### config.mk
export PLATFORM = sky130hd
export DESIGN_NAME = mux_sel_arbiter
export DESIGN_NICKNAME = d
export VERILOG_FILES = /design/src/rtl/mux_sel_arbiter.sv
export SDC_FILE = /design/constraint.sdc
export NUM_CORES = 1
export LEC_CHECK = 0
export ABC_AREA = 1
export CAP_MARGIN = 0
export CORE_AREA = 5 5 42 44
export CTS_CLUSTER_SIZE = 28
export DETAILED_ROUTE_END_ITERATION = 8
export DIE_AREA = 0 0 47 49
export PLACE_DENSITY = 0.48
export SLEW_MARGIN = 40
export SYNTH_ARGS = -nofsm -noshare
export SYNTH_HDL_FRONTEND = slang
export SYNTH_SLANG_ARGS = --single-unit
export TNS_END_PERCENT = 100
### constraint.sdc
create_clock -name clk -period 1.6 [get_ports clk]
set_input_delay 0.16 -clock clk [delete_from_list [all_inputs] [get_ports clk]]
set_output_delay 0.16 -clock clk [all_outputs]
set_load 0.01 [all_outputs]
### src/rtl/mux_sel_arbiter.sv
// rtl/mux_sel_arbiter.sv - two-requester round-robin arbiter driving a mux2x1 select
// Optional grant timeout enabled by defining MUX_SEL_TIMEOUT_EN.
module mux_sel_arbiter #(
  parameter int unsigned MAX_HOLD = 8
) (
  input  logic clk,
  input  logic rst,
  input  logic req0,
  input  logic req1,
  input  logic done,
  output logic sel,
  output logic gnt0,
  output logic gnt1,
  output logic busy
);

  typedef enum logic [1:0] {
    IDLE   = 2'd0,
    GRANT0 = 2'd1,
    GRANT1 = 2'd2
  } state_t;

  localparam logic [3:0] HOLD_LAST = 4'(MAX_HOLD - 1);

  state_t     state;
  state_t     state_nxt;
  logic       last_sel;
  logic       sel_q;
  logic [3:0] hold_cnt;
  logic       timeout;

`ifdef MUX_SEL_TIMEOUT_EN
  assign timeout = (hold_cnt == HOLD_LAST);
`else
  assign timeout = 1'b0;
`endif

  // State register plus the round-robin flag, held select and hold counter.
  always_ff @(posedge clk) begin
    if (rst) begin
      state    <= IDLE;
      last_sel <= 1'b1;
      sel_q    <= 1'b0;
      hold_cnt <= 4'd0;
    end else begin
      state <= state_nxt;
      if (state_nxt == GRANT0 && state != GRANT0) begin
        last_sel <= 1'b0;
        sel_q    <= 1'b0;
      end else if (state_nxt == GRANT1 && state != GRANT1) begin
        last_sel <= 1'b1;
        sel_q    <= 1'b1;
      end
      if (state_nxt == IDLE || state_nxt != state) begin
        hold_cnt <= 4'd0;
      end else if (hold_cnt != HOLD_LAST) begin
        hold_cnt <= hold_cnt + 4'd1;
      end
    end
  end

  // Every release passes through IDLE, so a grant never hands over directly.
  always_comb begin
    state_nxt = state;
    case (state)
      IDLE: begin
        if (req0 && req1) begin
          state_nxt = last_sel ? GRANT0 : GRANT1;
        end else if (req0) begin
          state_nxt = GRANT0;
        end else if (req1) begin
          state_nxt = GRANT1;
        end
      end
      GRANT0: begin
        if (done || !req0 || timeout) state_nxt = IDLE;
      end
      GRANT1: begin
        if (done || !req1 || timeout) state_nxt = IDLE;
      end
      default: state_nxt = IDLE;
    endcase
  end

  always_comb begin
    gnt0 = (state == GRANT0);
    gnt1 = (state == GRANT1);
    busy = (state == GRANT0) || (state == GRANT1);
    case (state)
      GRANT0:  sel = 1'b0;
      GRANT1:  sel = 1'b1;
      default: sel = sel_q;
    endcase
  end

endmodule

==> flow_summary.yaml <==
detailed_routing:
  first_iter_violations: 4
  dr.pass1.iters: 2
  wl_per_cell_um: 8.78
  vias: 290
  drc: 0
  wl_um: 650
  via_per_inst: 3.92
  antenna_left: 0
clock_tree:
  clkLatencyLatePin_ps: 230
  post_cts_buffers: 0
  tritoncts: "built"
  cts_hold_buf: 0
  path_clk_slew_ps: 40
  htreeDepth: 1
  cts_buffer_depth: 2
  clock-root-buffer: "clkbuf_4"
  cts.sinks: 4
  cts_buffers: 3
synth:
  ys_seq_area_frac: 0.269
  ys_warn_count: 0
  syn_area_per_cell_sq_um: 6.77
  syn_area_sq_um: 298
  synthCells: 44
  ys_types: 12
  ys_seq_elements: 4
  synth_fp_nets: 53
status:
  outcome: "finished clean"
min_path:
  hp-class: "flip-flop to flip-flop"
  worstHoldStart: "last_sel$_SDFFE_PP1P_"
  worstHoldPathCells: 2
  min_to: "last_sel$_SDFFE_PP1P_"
die:
  chipWidth_um: 47
  initial_core_util: 0.213
  rows: 14
  fp.dieH_um: 49
  ios: 9
  die-area_sq_um: 2300
  core-area_sq_um: 1400
sta:
  min_period_ps: 1450
  rsz0062_at_grt: "false"
  period_share: 0.905
  fin_setup_tns_ps: 0
  max_slew_margin: 0.912
  clock.fmax_mhz: 691
  worst_pin_slew_ps: 132
  hold_viol_final: 0
  setup_violations: 0
  slew_violations: 0
  fin_skew_ps: 2.05
pwr:
  switching_power_uw: 118
  p_int_uw: 261
  p_total_uw: 379
  combPwrFrac: 0.372
  power.share.clock: 0.315
  vdd_drop_max_v: 0.000599
  swShare: 0.312
  power.leakage_uw: 0.000242
  p_per_area_nw_per_um2: 856
  sequentialPowerShare: 0.313
worst_setup_path:
  critPathKind: "flip-flop to flip-flop"
  reg2reg_from: "state[1]$_SDFF_PP0_"
  worstRegToRegCells: 11
  cp_top_family: "simple AND/OR/NAND/NOR gates"
  worstPathRequired_ps: 1720
  critical_path_peak_fanout: 4
  max_stage_delay_ps: 300
  cp-start-kind: "flip-flop"
  cp_common_cell: "nand2_1"
  critPathSlowestCell: "dfxtp_1"
  crit_arrival_ps: 1570
  r2r_slack_ps: 150
  r2r_end: "sel_q$_SDFFE_PP0P_"
  path_cells: "buf_4 > ha_1 > buf_4 > nand2_1 > nand2_2 > nand3_2 > nand2_2 > nor2_1 > nand2_1 > nand2_1 > nor2_2"
  crit_buf_inv: 2
  end_kind: "flip-flop"
final_layout:
  fillers: 165
  nNetsFinal: 69
  fin_util: 0.316
  n_antenna_cell: 0
  mostFrequentLayoutCells: "nand2_1 (12), inv_1 (7), nor2_1 (5)"
  final_common_cell: "nand2_1"
  drive_above_1_share: 0.276
  area.growth.synth_to_final_pct: 48.7
job:
  maxCapViolations: 0
grt:
  grt_pass1_wl_mm: 1.14
  grt_max_degree: 5
  grt_remaining_overflow: 0
  grt_pass1_vias: 279
  grt_use_total: 0.0654
  antenna_found_initial: 0
placement:
  portBuffers: 8
  dp_hpwl_um: 564
  gp_congestion: 0.770
-- cells by family after synthesis --
kind of cell / Yosys count / synth area share
compound gates: 2 / 0.0462
simple gates: 27 / 0.429
flops: 4 / 0.269
fa+ha+maj: 4 / 0.168
buf+inv: 7 / 0.0883
-- worst max-delay path by stage --
stage / from / end / slack (ps) / cells after the start
6_report: state[1]$_SDFF_PP0_ / sel_q$_SDFFE_PP0P_ / 150 / 11
3_5_place_dp: state[0]$_SDFF_PP0_ / sel / 40 / 4
5_1_grt: state[1]$_SDFF_PP0_ / sel_q$_SDFFE_PP0P_ / 10 / 11
2_1_floorplan: state[0]$_SDFF_PP0_ / sel_q$_SDFFE_PP0P_ / 310 / 10
4_1_cts: state[0]$_SDFF_PP0_ / gnt0 / 20 / 3
3_3_place_gp: state[0]$_SDFF_PP0_ / sel / 60 / 4
-- layer usage --
layer	routed length, um	share of wire	vias to the layer above	GRT usage
met5	0	0	-	0
met4	0	0	0	0
li1	-	-	160	-
met1	295	0.45	123	0.0877
met2	303	0.47	7	0.0995
met3	52	0.080	0	0.0332
-- worst register-to-register path, cell delays in order, from the launching register on --
cell and delay [ps]:
dfxtp_1 300, buf_4 150, ha_1 190, buf_4 140
nand2_1 70, nand2_2 70, nand3_2 60, nand2_2 60
nor2_1 90, nand2_1 80, nand2_1 80, nor2_2 40
-- what timing repair did --
| item | CTS | global route |
|---|---|---|
| resized for setup | 3 | 4 |
| cloned | 0 | 0 |
| pin swaps | 0 | 1 |
| endpoints found under the setup margin | 3 | 3 |
-- sequential cells by signal, indices dropped and copies added (netlist names) --
register,count
last_sel,1
sel_q,1
state,2
-- power groups by stage --
stage / Clock [uW] / Sequential [uW] / Combinational [uW]
after floorplan: 0 / 121 / 86.7
after global placement: 0 / 120 / 156
after detailed placement: 0 / 120 / 156
after CTS: 125 / 119 / 146
after global routing: 136 / 121 / 162
final: 119 / 119 / 141
-- metrics by stage --
step | hold slack, ps | area [sq um] | cells | setup WS [ps]
after CTS | 473 | 439 | 74 | 23.8
final | 468 | 443 | 74 | 152
after global routing | 513 | 443 | 74 | 11.6
after detailed placement | 460 | 420 | 71 | 39.4
after global placement | 461 | 420 | 71 | 57.4
after floorplan | 232 | 298 | 44 | 314
-- layout make-up --
type                       count  area (sq um)  share of cell area
inverter                       7          26.3              0.0593
tap                           16          20.0              0.0452
multi-input combinational     33           196               0.444
timing repair buffer          11          97.6               0.220
clock buffer                   3          22.5              0.0508
sequential                     4          80.1               0.181
-- synthesized netlist by cell type --
master   number  area share
nor2_1        5       0.063
nor2_2        2       0.042
nand3_2       1       0.034
nand2_1      12        0.15
dfxtp_1       4        0.27
nand2_2       3       0.063
a21oi_2       1       0.029
ha_1          4        0.17
a21oi_1       1       0.017
and2_2        1       0.025
nand3_1       3       0.050
inv_1         7       0.088
Note: power is estimated with default switching activity, not from simulation.
